[config.mk]
export PLATFORM = sky130hd
export DESIGN_NAME = pc_sequencer_flat
export DESIGN_NICKNAME = d
export VERILOG_FILES = /design/src/rtl/pc_sequencer_if.sv /design/src/rtl/pc_sequencer.sv /design/src/flat_wrapper.sv
export SDC_FILE = /design/constraint.sdc
export NUM_CORES = 1
export LEC_CHECK = 0
export CAP_MARGIN = 10
export CORE_MARGIN = 3
export CORE_UTILIZATION = 51
export DETAILED_ROUTE_END_ITERATION = 8
export DONT_BUFFER_PORTS = 1
export PLACE_DENSITY_LB_ADDON = 0.15
export SYNTH_ARGS = -nofsm -noshare
export SYNTH_HDL_FRONTEND = slang
export SYNTH_SLANG_ARGS = --single-unit
[constraint.sdc]
create_clock -name clk -period 3.1 [get_ports clk]
set_input_delay 0.31 -clock clk [delete_from_list [all_inputs] [get_ports clk]]
set_output_delay 0.31 -clock clk [all_outputs]
set_load 0.02 [all_outputs]
[src/rtl/pc_sequencer_if.sv]
// Handshake and control bundle between pc_sequencer and the RV32I datapath/memories.
// The master side is the sequencer; the slave side is datapath, program_counter and memories.
interface pc_sequencer_if;
  logic [6:0] opcode;
  logic       branch_taken;
  logic       imem_ack;
  logic       dmem_ack;
  logic       imem_req;
  logic       dmem_req;
  logic       dmem_we;
  logic       ir_load;
  logic       rf_we;
  logic [3:0] pc_control;
  logic       halted;
  logic [2:0] state_dbg;

  modport master (
    input  opcode,
    input  branch_taken,
    input  imem_ack,
    input  dmem_ack,
    output imem_req,
    output dmem_req,
    output dmem_we,
    output ir_load,
    output rf_we,
    output pc_control,
    output halted,
    output state_dbg
  );

  modport slave (
    output opcode,
    output branch_taken,
    output imem_ack,
    output dmem_ack,
    input  imem_req,
    input  dmem_req,
    input  dmem_we,
    input  ir_load,
    input  rf_we,
    input  pc_control,
    input  halted,
    input  state_dbg
  );
endinterface

[src/rtl/pc_sequencer.sv]
// Multi-cycle RV32I control FSM: FETCH -> DECODE -> EXECUTE -> [MEM] -> WB, one instruction per pass.
// Optional macro ILLEGAL_OP_TRAP_EN: illegal opcodes halt the core instead of executing as NOP.
module pc_sequencer #(
  parameter int unsigned RESET_HOLD_CYCLES = 2  // legal range 1..15
) (
  input  logic          clk,
  input  logic          reset_n,
  pc_sequencer_if.master bus
);

  typedef enum logic [2:0] {
    StRstHold = 3'd0,
    StFetch   = 3'd1,
    StDecode  = 3'd2,
    StExecute = 3'd3,
    StMem     = 3'd4,
    StWb      = 3'd5,
    StHalt    = 3'd6
  } state_e;

  localparam logic [6:0] OpLoad   = 7'b0000011;
  localparam logic [6:0] OpStore  = 7'b0100011;
  localparam logic [6:0] OpOp     = 7'b0110011;
  localparam logic [6:0] OpOpImm  = 7'b0010011;
  localparam logic [6:0] OpLui    = 7'b0110111;
  localparam logic [6:0] OpAuipc  = 7'b0010111;
  localparam logic [6:0] OpJal    = 7'b1101111;
  localparam logic [6:0] OpJalr   = 7'b1100111;
  localparam logic [6:0] OpBranch = 7'b1100011;
`ifdef ILLEGAL_OP_TRAP_EN
  localparam logic [6:0] OpFence  = 7'b0001111;
  localparam logic [6:0] OpSystem = 7'b1110011;
`endif

  localparam logic [3:0] HoldLast = 4'(RESET_HOLD_CYCLES - 1);

  state_e     state_q, state_d;
  logic [3:0] hold_cnt_q, hold_cnt_d;
  logic       pc_reset_q, pc_reset_d;
  logic [6:0] opcode_q, opcode_d;

  function automatic logic writes_rf(input logic [6:0] op);
    case (op)
      OpOp, OpOpImm, OpLoad, OpLui, OpAuipc, OpJal, OpJalr: writes_rf = 1'b1;
      default:                                              writes_rf = 1'b0;
    endcase
  endfunction

`ifdef ILLEGAL_OP_TRAP_EN
  function automatic logic is_base_op(input logic [6:0] op);
    case (op)
      OpLoad, OpStore, OpOp, OpOpImm, OpLui, OpAuipc,
      OpJal, OpJalr, OpBranch, OpFence, OpSystem: is_base_op = 1'b1;
      default:                                    is_base_op = 1'b0;
    endcase
  endfunction
`endif

  always_ff @(posedge clk or negedge reset_n) begin
    if (!reset_n) begin
      state_q    <= StRstHold;
      hold_cnt_q <= 4'd0;
      pc_reset_q <= 1'b1;
      opcode_q   <= 7'd0;
    end else begin
      state_q    <= state_d;
      hold_cnt_q <= hold_cnt_d;
      pc_reset_q <= pc_reset_d;
      opcode_q   <= opcode_d;
    end
  end

  always_comb begin
    state_d    = state_q;
    hold_cnt_d = hold_cnt_q;
    opcode_d   = opcode_q;
    unique case (state_q)
      StRstHold: begin
        if (hold_cnt_q == HoldLast) begin
          state_d = StFetch;
        end else begin
          hold_cnt_d = hold_cnt_q + 4'd1;
        end
      end
      StFetch: begin
        if (bus.imem_ack) state_d = StDecode;
      end
      StDecode: begin
        opcode_d = bus.opcode;
`ifdef ILLEGAL_OP_TRAP_EN
        state_d  = is_base_op(bus.opcode) ? StExecute : StHalt;
`else
        state_d  = StExecute;
`endif
      end
      StExecute: begin
        state_d = ((opcode_q == OpLoad) || (opcode_q == OpStore)) ? StMem : StWb;
      end
      StMem: begin
        if (bus.dmem_ack) state_d = StWb;
      end
      StWb:    state_d = StFetch;
      StHalt:  state_d = StHalt;
      default: state_d = StRstHold;
    endcase
    // PC reset is registered so the async reset into program_counter cannot glitch.
    pc_reset_d = (state_d == StRstHold);
  end

  always_comb begin
    bus.imem_req   = 1'b0;
    bus.ir_load    = 1'b0;
    bus.dmem_req   = 1'b0;
    bus.dmem_we    = 1'b0;
    bus.rf_we      = 1'b0;
    bus.pc_control = {pc_reset_q, 3'b000};
    unique case (state_q)
      StFetch: begin
        bus.imem_req = 1'b1;
        bus.ir_load  = bus.imem_ack;
      end
      StMem: begin
        bus.dmem_req = 1'b1;
        bus.dmem_we  = (opcode_q == OpStore);
      end
      StWb: begin
        bus.rf_we         = writes_rf(opcode_q);
        bus.pc_control[2] = 1'b1;
        bus.pc_control[1] = (opcode_q == OpJal) || ((opcode_q == OpBranch) && bus.branch_taken);
        bus.pc_control[0] = (opcode_q == OpJalr);
      end
      default: ;
    endcase
`ifdef ILLEGAL_OP_TRAP_EN
    bus.halted = (state_q == StHalt);
`else
    bus.halted = 1'b0;
`endif
    bus.state_dbg = state_q;
  end

  a_pc_enable_only_wb : assert property (@(posedge clk) disable iff (!reset_n)
    bus.pc_control[2] |-> (state_q == StWb));
  a_req_exclusive : assert property (@(posedge clk) disable iff (!reset_n)
    !(bus.imem_req && bus.dmem_req));
  a_pc_reset_only_hold : assert property (@(posedge clk) disable iff (!reset_n)
    bus.pc_control[3] |-> (state_q == StRstHold));

endmodule

[src/flat_wrapper.sv]
// flat-port wrapper written by rule: the top's interface ports become plain ports
module pc_sequencer_flat 
#(
  parameter int unsigned RESET_HOLD_CYCLES = 2                      
)
  (clk, reset_n, bus_opcode, bus_branch_taken, bus_imem_ack, bus_dmem_ack, bus_imem_req, bus_dmem_req, bus_dmem_we, bus_ir_load, bus_rf_we, bus_pc_control, bus_halted, bus_state_dbg);
  pc_sequencer_if bus_i ();
  input  logic clk;
  input  logic reset_n;
  input wire logic [$bits(bus_i.opcode)-1:0] bus_opcode;
  input wire logic [$bits(bus_i.branch_taken)-1:0] bus_branch_taken;
  input wire logic [$bits(bus_i.imem_ack)-1:0] bus_imem_ack;
  input wire logic [$bits(bus_i.dmem_ack)-1:0] bus_dmem_ack;
  output wire logic [$bits(bus_i.imem_req)-1:0] bus_imem_req;
  output wire logic [$bits(bus_i.dmem_req)-1:0] bus_dmem_req;
  output wire logic [$bits(bus_i.dmem_we)-1:0] bus_dmem_we;
  output wire logic [$bits(bus_i.ir_load)-1:0] bus_ir_load;
  output wire logic [$bits(bus_i.rf_we)-1:0] bus_rf_we;
  output wire logic [$bits(bus_i.pc_control)-1:0] bus_pc_control;
  output wire logic [$bits(bus_i.halted)-1:0] bus_halted;
  output wire logic [$bits(bus_i.state_dbg)-1:0] bus_state_dbg;
  assign bus_i.opcode = bus_opcode;
  assign bus_i.branch_taken = bus_branch_taken;
  assign bus_i.imem_ack = bus_imem_ack;
  assign bus_i.dmem_ack = bus_dmem_ack;
  assign bus_imem_req = bus_i.imem_req;
  assign bus_dmem_req = bus_i.dmem_req;
  assign bus_dmem_we = bus_i.dmem_we;
  assign bus_ir_load = bus_i.ir_load;
  assign bus_rf_we = bus_i.rf_we;
  assign bus_pc_control = bus_i.pc_control;
  assign bus_halted = bus_i.halted;
  assign bus_state_dbg = bus_i.state_dbg;
  pc_sequencer #(.RESET_HOLD_CYCLES(RESET_HOLD_CYCLES)) u_core (.clk(clk), .reset_n(reset_n), .bus(bus_i));
endmodule
==> impl_metrics.json, run 1 <==
{
  "post_dp_cell_area_um2": 795,
  "hp-start": "bus_opcode[2]",
  "synth-seq-cells": 15,
  "gr-usage-all-layers_pct": 15.1,
  "timing.hold.ws_ps": 155,
  "synth_most_common_cell": "dfrtp_1",
  "hold_end": "u_core.opcode_q[2]",
  "synth-main-ff-cell": "dfrtp_1",
  "layout-drive-gt1-share_pct": 18.4,
  "syn_area_per_cell_um2": 10.8,
  "vias": 527,
  "critPathLaunch": "u_core.bus.state_dbg[0]",
  "drt-initial-drc-count": 9,
  "ant_nets": 0,
  "stdcell_area_um2": 832,
  "path_class": "register to output pin",
  "syn-cell-area_um2": 807,
  "ff2ff_setup_slack_ps": 1470,
  "grt_pass1_vias": 493,
  "antennaDiodeCount": 0,
  "ctsResizeCount": 0,
  "ir_worst_vdd_uv": 586,
  "die-area_um2": 2100,
  "grt_start_max_net_pins": 16,
  "crit_chain": "and3b_1, nand3_1, nor3b_1",
  "die_h_um": 45.8,
  "clkSinkCount": 15,
  "min_delay_path_depth": 1,
  "start_kind": "register",
  "routabilityCongestion": 0.712,
  "async_reset_ff_share_pct": 100,
  "crit_path_max_incr_delay_ps": 690,
  "core_um2": 1400,
  "drc": 0,
  "power.internal_mw": 0.522,
  "ys_seq_area_share_pct": 46.7,
  "utilization_pct": 59.5,
  "rsz0062_at_grt": "false",
  "hpwl_mm": 1.03,
  "reg2reg_to": "u_core.bus.state_dbg[1]",
  "final.setup_skew_ps": 6.18,
  "antenna_found_initial": 0,
  "synth_common_cells": "dfrtp_1 (14), nor2_1 (6), mux2_2 (5), nand2_1 (4)",
  "grt_overflow": 0,
  "grt_pass1_wl_mm": 2.24,
  "switching_share_pct": 42.9,
  "cts_tree": "yes",
  "slew_viol_final": 0,
  "insertion_delay_ps": 280,
  "start_util_pct": 57.7,
  "worst_r2r_path_depth": 4,
  "period_minus_slack_ps": 2440,
  "hold_viol": 0,
  "pin_count": 25,
  "crit_slowest_cell": "dfrtp_1",
  "synthTopCellsByArea": "dfrtp_1 (43%), mux2_2 (7.0%), mux2_1 (4.2%)",
  "cts_buffer_depth": 2,
  "combPwrFrac_pct": 36.0,
  "die_x_um": 45.8,
  "maxCapViolations": 0,
  "finalCritPeriodShare_pct": 78.9,
  "cp_max_fo": 13,
  "max_freq_mhz": 409,
  "synth_top_area_share_pct": 43.4,
  "outcome": "finished clean",
  "p_clk_share_pct": 12.2,
  "p_per_area_nw_per_um2": 1100,
  "synth_top_area_cell": "dfrtp_1",
  "cp-end-kind": "output pin",
  "clk_pin_slew_ps": 90,
  "final_nets": 91,
  "drt_pre_antenna_iters": 2,
  "synth_nets": 89,
  "viasPerCell": 5.79,
  "hold_class": "input pin to register",
  "cts_made_buffers": 3,
  "area_growth_pct": 3.10,
  "synthCells": 75,
  "synthDistinctLibCells": 35,
  "io_buffers": 0,
  "setup_violations": 0,
  "ys_warn_count": 0,
  "worst_pin_slew_ps": 715,
  "finalPower_mw": 0.913,
  "arrival_ps": 2130,
  "routedWlPerCell_um": 15.0,
  "critPathRequiredTime_ps": 2790,
  "rr_startpoint": "u_core.bus.state_dbg[0]",
  "relSlewSlack_pct": 52.3,
  "leakage_nw": 0.356,
  "cts_htree_levels": 1,
  "tns_ps": 0,
  "cts_root_buf": "clkbuf_4",
  "p_sw_mw": 0.391,
  "rows": 13,
  "power_frac_seq_pct": 51.8,
  "synth_edf_count": 0,
  "totalWireLength_mm": 1.37
}
## cell type report
type | instances | area, µm²
Multi-Input combinational cell | 52 | 380
Inverter | 3 | 11.3
Clock buffer | 3 | 22.5
Sequential cell | 15 | 377
Fill cell | 126 | 567
Timing Repair Buffer | 2 | 17.5
Tap cell | 15 | 18.8
Clock inverter | 1 | 5.00
## routing by layer
| metal | routed length [µm] | track usage [%] |
|---|---|---|
| met2 | 580 | 21.4 |
| met5 | 0 | 0 |
| met3 | 105 | 4.35 |
| met1 | 671 | 20.5 |
| met4 | 12 | 8.52 |
## power groups by stage
stage	sequential, mW	clock (mW)	combinational, mW
CTS	0.473	0.114	0.335
detailed placement	0.479	0	0.329
finish	0.473	0.111	0.329
global route	0.495	0.124	0.377
floorplan	0.401	0	0.359
global placement	0.473	0	0.323
## metrics by stage
stage          worst slack, ps  instances
2_1_floorplan             1120         75
3_3_place_gp              1020         86
3_5_place_dp               947         86
4_1_cts                    621         91
5_1_grt                    524         91
6_report                   655         91
## flip-flops by register name, indices dropped and copies added (netlist names)
| register | flops |
|---|---|
| u_core.opcode_q | 7 |
| u_core.hold_cnt_q | 4 |
| u_core.bus.state_dbg | 3 |
| u_core.pc_reset_q | 1 |
## placed cells by master, fill, tap and decap left out, types with 3 or more instances in the layout
cell	n
a21oi_1	3
clkbuf_4	3
dfrtp_1	14
mux2_1	3
mux2_2	5
nand2_1	4
nor2_1	6
nor3b_1	3
## critical path: cells and delay by family (launching register included)
family,cells,cell delay [ps]
flops,1,690
simple gates,3,1160
## how the worst max path moves through the flow
| stage | to | depth (start not counted) | slack [ps] |
|---|---|---|---|
| after floorplan | bus_pc_control[0] | 4 | 1120 |
| after global placement | bus_pc_control[0] | 3 | 1020 |
| after detailed placement | bus_pc_control[0] | 3 | 950 |
| after CTS | bus_pc_control[0] | 3 | 620 |
| after global routing | bus_pc_control[0] | 3 | 520 |
| final | bus_pc_control[0] | 3 | 660 |
## cells by family after synthesis
group	after synthesis	synth area share, %
buffers and inverters	8	6.20
other	1	0.465
adders and majority gates	2	3.10
and+or+nand+nor	28	20.6
DFF	15	46.7
xor gates and xnor gates	2	2.17
AOI/OAI and AO/OA	10	8.37
muxes	9	12.4
## timing repair
item / CTS / global route
hold buffers: 1 / 0
endpoints found under the setup margin: 0 / 0
hold endpoints to repair: 15 / 0
buffers inserted: 0 / 0
Note: power is estimated with default switching activity, not from simulation.
==> run 2: changes to the inputs <==
- ABC_AREA: not set -> 1
- clock period: 3.1 -> 2.1 ns (I/O delays scaled with it)
==> run 2 against run 1 <==
  * Non-clock buffer count is 1 higher
  * Routed wire length rose by 11%
  * Clock power grew 50%
  * Sequential power rose by 27%
  * Via count is 23% higher
  * Area after synthesis increased by 4.0%
  * Combinational power rose by 81%
==> impl_metrics.json, run 2 <==
{
  "die_x_um": 46.6,
  "vias": 650,
  "timing.hold.ws_ps": 68.5,
  "cts_made_buffers": 3,
  "start_util_pct": 55.1,
  "outcome": "finished clean",
  "largest_reg_flops": 7,
  "crit_path_max_incr_delay_ps": 590,
  "final_nets": 123,
  "viasPerCell": 5.24,
  "ir_worst_vdd_uv": 599,
  "slew_viol_final": 0,
  "io_buffers": 0,
  "grt_start_max_net_pins": 16,
  "cp_common_cell": "inv_1",
  "ys_warn_count": 0,
  "utilization_pct": 58.0,
  "synth_common_cells": "nand2_1 (16), dfrtp_1 (14), nor2_1 (14), inv_1 (13), nand3_1 (11)",
  "routedWlPerCell_um": 12.3,
  "power.internal_mw": 0.734,
  "ant_nets": 0,
  "most-common-layout-cells": "nand2_1 (16), nor2_1 (14), dfrtp_1 (14), inv_1 (13), nand3_1 (11)",
  "rows": 14,
  "switching_share_pct": 46.3,
  "top_register": "u_core.opcode_q",
  "layout_commonest_cell": "nand2_1",
  "grt_pass1_wl_mm": 2.41,
  "cts_buffer_depth": 2,
  "power_frac_seq_pct": 44.1,
  "syn_area_per_cell_um2": 8.07,
  "synth_most_common_cell": "nand2_1",
  "insertion_delay_ps": 280,
  "cts_root_buf": "clkbuf_4",
  "rsz0062_at_grt": "false",
  "synthTopCellsByArea": "dfrtp_1 (42%), nand2_1 (7.2%), nand3_1 (6.6%)",
  "synth-seq-cells": 15,
  "start_kind": "register",
  "drt_pre_antenna_iters": 4,
  "p_sw_mw": 0.632,
  "cp_max_fo": 7,
  "critPathRequiredTime_ps": 1890,
  "core_um2": 1520,
  "synthDistinctLibCells": 22,
  "synth_nets": 118,
  "antenna_found_initial": 0,
  "die-area_um2": 2170,
  "drt-initial-drc-count": 7,
  "post_cts.repair.setup_buffers": 0,
  "antennaDiodeCount": 0,
  "combPwrFrac_pct": 43.7,
  "crit_slowest_cell": "dfrtp_1",
  "tns_ps": 0,
  "synth-main-ff-cell": "dfrtp_1",
  "synth_top_area_cell": "dfrtp_1",
  "setup_violations": 0,
  "synth_top_area_share_pct": 41.7,
  "routabilityCongestion": 0.810,
  "p_per_area_nw_per_um2": 1540,
  "hpwl_mm": 1.18,
  "ys_seq_area_share_pct": 44.9,
  "post_dp_cell_area_um2": 848,
  "maxCapViolations": 0,
  "final.setup_skew_ps": 3.19,
  "drc": 0,
  "synth_edf_count": 0,
  "area_growth_pct": 5.37,
  "crit_chain": "nand3_1, inv_1, nand2_1, inv_1",
  "cp-end-kind": "output pin",
  "cts_htree_levels": 1,
  "finalCritPeriodShare_pct": 83.9,
  "clkSinkCount": 15,
  "pin_count": 25,
  "leakage_nw": 0.461,
  "max_freq_mhz": 568,
  "die_h_um": 46.6,
  "synthCells": 104,
  "period_minus_slack_ps": 1760,
  "clk_pin_slew_ps": 90,
  "hold_viol": 0,
  "syn-cell-area_um2": 840,
  "totalWireLength_mm": 1.52,
  "async_reset_ff_share_pct": 100,
  "path_class": "register to output pin",
  "relSlewSlack_pct": 55.8,
  "layout-drive-gt1-share_pct": 17.6,
  "grt_overflow": 0,
  "p_clk_share_pct": 12.2,
  "fill_cells": 151,
  "hold_class": "input pin to register",
  "stdcell_area_um2": 885,
  "grt_pass1_vias": 592,
  "arrival_ps": 1550,
  "worst_pin_slew_ps": 661,
  "cts_tree": "yes",
  "gr-usage-all-layers_pct": 15.9
}
-- run 2: cell count changes after synthesis, moves of 3 or more --
cell     before  now
nand2_2       0    3
inv_1         2   13
nand2_1       4   16
nand3_1       2   11
a21oi_1       3    7
mux2_1        3    0
nor3b_1       3    0
mux2_2        5    1
nor2_1        6   14
nor2_2        0    3
-- run 2: logic make-up after synthesis --
logic type | synth area share [%]
buffers and inverters | 10.3
flip-flops | 44.9
adder cells (fa/ha/maj) | 2.98
other | 0.447
XOR/XNOR | 2.09
AND/OR/NAND/NOR | 28.8
AO/OA/AOI/OAI | 5.66
multiplexers | 4.92
-- run 2: power by group through the flow --
stage	Sequential [mW]	Clock [mW]	Combinational [mW]
2_1_floorplan	0.566	0	0.551
3_3_place_gp	0.604	0	0.580
3_5_place_dp	0.608	0	0.593
4_1_cts	0.603	0.171	0.604
5_1_grt	0.628	0.185	0.689
6_report	0.602	0.166	0.597
-- run 2: critical path: cells and delay by family, from the launching register on --
family	cells	cell delay (ps)
buf+inv	2	380
simple gates	2	300
flops	1	590
-- run 2: area by class of cell --
cell class	instances	area, µm²	share of cell area, %
tap	16	20.0	2.26
sequential	15	377	42.6
multi-input combinational	70	377	42.6
inverter	16	60.1	6.79
timing repair buffer	3	25.0	2.83
clock buffer	4	26.3	2.97
-- run 2: final timing paths --
path,startpoint,end,slack (ps),depth (start not counted)
min in group asynchronous,reset_n,u_core.opcode_q[1],390,1
max in group asynchronous,reset_n,u_core.bus.state_dbg[2],1290,1
min,bus_opcode[0],u_core.opcode_q[0],70,1
max,u_core.bus.state_dbg[0],bus_rf_we,340,4
max reg2reg,u_core.bus.state_dbg[2],u_core.pc_reset_q,640,6
min reg2reg,u_core.opcode_q[1],u_core.opcode_q[1],520,1
-- run 2: stage by stage --
step | power [mW] | instances | worst slack [ps]
6_report | 1.37 | 124 | 339
5_1_grt | 1.50 | 124 | 245
4_1_cts | 1.38 | 124 | 316
3_5_place_dp | 1.20 | 119 | 636
3_3_place_gp | 1.18 | 119 | 644
2_1_floorplan | 1.12 | 104 | 641
-- run 2: per-layer routing --
| layer | share of wire [%] | GRT usage (%) |
|---|---|---|
| met5 | 0 | 0 |
| met4 | 0.66 | 7.39 |
| met3 | 4.9 | 3.52 |
| met2 | 52 | 26.9 |
| met1 | 43 | 18.8 |
-- run 2: repair_timing --
action | 4_1_cts | 5_1_grt
hold buffers | 1 | 0
resized for setup | 0 | 0
hold endpoints to repair | 15 | 0
==> run 3: changes to the inputs <==
- clock period: 2.1 -> 1.44 ns (I/O delays scaled with it)
==> run 3 against run 2 <==
  * Final area up 28%
  * Non-clock buffer count up 21
  * Critical path depth up 3
  * Routed wire length up 37%
  * Total power up 85%
  * Sequential share of layout area down 9.2 points
  * Utilization up 16 points
  * Cell count up 17%
  * Register-to-register slack worse by 520 ps
  * Critical endpoint unchanged
  * Global-route usage up 4.9 points
  * Worst setup slack worse by 410 ps
  * The flow now finishes with violations (setup timing)
==> impl_metrics.json, run 3 (synthesis results as in run 2) <==
{
  "outcome": "finished with violations",
  "violations": "setup timing",
  "drt-initial-drc-count": 13,
  "setup_violations": 4,
  "multi_input_comb_area_um2": 445,
  "drc": 0,
  "p_per_area_nw_per_um2": 2220,
  "rsz0062_at_grt": "true",
  "final_nets": 144,
  "leakage_nw": 0.568,
  "grt_overflow": 0,
  "cts_htree_levels": 1,
  "p_clk_share_pct": 9.6,
  "hold_viol": 0,
  "routabilityCongestion": 0.830,
  "relSlewSlack_pct": 55.5,
  "cp_max_fo": 3,
  "max_freq_mhz": 661,
  "routedWlPerCell_um": 14.3,
  "drt_pre_antenna_iters": 4,
  "arrival_ps": 1370,
  "worst_pin_slew_ps": 665,
  "layout_commonest_cell": "buf_4",
  "antenna_found_initial": 0,
  "preCtsSetupSlack_ps": 146,
  "placed_cells": 126,
  "grt_pass1_vias": 692,
  "combPwrFrac_pct": 56.0,
  "power_frac_seq_pct": 34.4,
  "die_h_um": 46.6,
  "viasPerCell": 5.38,
  "die_x_um": 46.6,
  "maxCapViolations": 0,
  "antennaDiodeCount": 0,
  "area_growth_pct": 35.2,
  "cts_root_buf": "clkbuf_4",
  "die-area_um2": 2170,
  "setup_slack_ps": -73.9,
  "final.setup_skew_ps": 3.92,
  "start_kind": "register",
  "p_sw_mw": 1.16,
  "insertion_delay_ps": 290,
  "vias": 780,
  "switching_share_pct": 45.9,
  "cp-end-kind": "output pin",
  "pin_count": 25,
  "cts_tree": "yes",
  "slew_viol_final": 0,
  "io_buffers": 0,
  "totalWireLength_mm": 2.08,
  "hold_class": "input pin to register",
  "path_class": "register to output pin",
  "gr-usage-all-layers_pct": 20.9,
  "most-common-layout-cells": "buf_4 (17), nand2_1 (12), dfrtp_1 (12), nor2_1 (9), nand3_1 (9)",
  "grt_pass1_wl_mm": 3.01,
  "clk_pin_slew_ps": 80,
  "top_register": "u_core.opcode_q",
  "ir_worst_vdd_uv": 1290,
  "grt_start_max_net_pins": 16,
  "cts_made_buffers": 3,
  "regArea_um2": 379,
  "largest_reg_flops": 7,
  "core_um2": 1520,
  "hpwl_mm": 1.30,
  "crit_slowest_cell": "dfrtp_1",
  "fin_cells": 145,
  "critPathRequiredTime_ps": 1300,
  "crit_path_max_incr_delay_ps": 410,
  "period_minus_slack_ps": 1510,
  "power.internal_mw": 1.37,
  "layout-drive-gt1-share_pct": 45.0,
  "fill_cells": 106,
  "start_util_pct": 55.1,
  "rows": 14,
  "crit_chain": "inv_2, nand2_4, nor2_4, nand2_1, o211ai_1, nand2_1, inv_2",
  "finalCritPeriodShare_pct": 105,
  "ant_nets": 0,
  "cts_buffer_depth": 2,
  "clkSinkCount": 15
}
==> run 3: cell count changes in the layout (fill, tap and decap cells not counted), moves of 3 or more <==
cell,before,now
buf_4,2,17
nand2_2,3,6
dlygate4sd3_1,1,4
buf_6,0,3
nor3_1,4,1
nor2_2,3,6
nand2_1,16,12
inv_1,13,8
inv_2,3,7
nor2_1,14,9
==> run 3: path summary, 6_finish.rpt <==
| path | start | end | slack [ps] | cells after the start |
|---|---|---|---|---|
| min in group asynchronous | reset_n | u_core.hold_cnt_q[3] | 320 | 1 |
| min | bus_opcode[6] | u_core.opcode_q[6] | 10 | 2 |
| max in group asynchronous | reset_n | u_core.bus.state_dbg[2] | 650 | 1 |
| min reg2reg | u_core.opcode_q[1] | u_core.opcode_q[1] | 550 | 1 |
| max reg2reg | u_core.opcode_q[4] | u_core.pc_reset_q | 120 | 8 |
| max | u_core.opcode_q[4] | bus_rf_we | -70 | 7 |
==> run 3: what timing repair did <==
item,CTS,global route
endpoints found under the setup margin,4,5
pin swaps,10,9
hold buffers,4,0
buffers inserted,6,5
gates resized for setup,17,12
hold endpoints to repair,18,0
gates cloned,0,0
==> run 3: layout make-up <==
type                       count  share of cell area (%)
clock buffer                   4                    2.32
inverter                      16                    5.51
multi-input combinational     70                    39.3
sequential                    15                    33.4
tap                           16                    1.76
timing repair buffer          24                    17.8
==> run 3: power by group through the flow <==
stage               sequential [mW]  combinational [mW]  clock (mW)
global placement              0.812                1.01           0
detailed placement            0.824                1.03           0
global route                  0.885                1.56       0.260
finish                        0.868                1.41       0.242
floorplan                     0.826               0.803           0
CTS                           0.839                1.23       0.243
==> run 3: layer usage <==
| metal | vias to the layer above | share of wire (%) | global-route usage (%) |
|---|---|---|---|
| met4 | 0 | 1.4 | 11.4 |
| met2 | 21 | 52 | 33.0 |
| met3 | 4 | 5.8 | 7.42 |
| met1 | 378 | 41 | 24.3 |
| met5 | - | 0 | 0 |
| li1 | 377 | - | - |
==> run 3: worst max-delay path: cells and delay by family (launching register included) <==
family,cells,cell delay (ps)
buffers and inverters,2,200
AND/OR/NAND/NOR,4,360
AO/OA/AOI/OAI,1,120
flip-flops,1,410
==> run 3: through the flow <==
step	hold WS [ps]	instance area (µm²)	util [%]	power [mW]	setup TNS [ps]
finish	14.7	1130	74.5	2.52	-216
global route	20.6	1130	74.5	2.71	-494
CTS	11.7	1050	69.1	2.31	-65.1
detailed placement	-151	901	59.1	1.86	0
global placement	-151	901	59.1	1.82	0
floorplan	-152	840	-	1.63	0
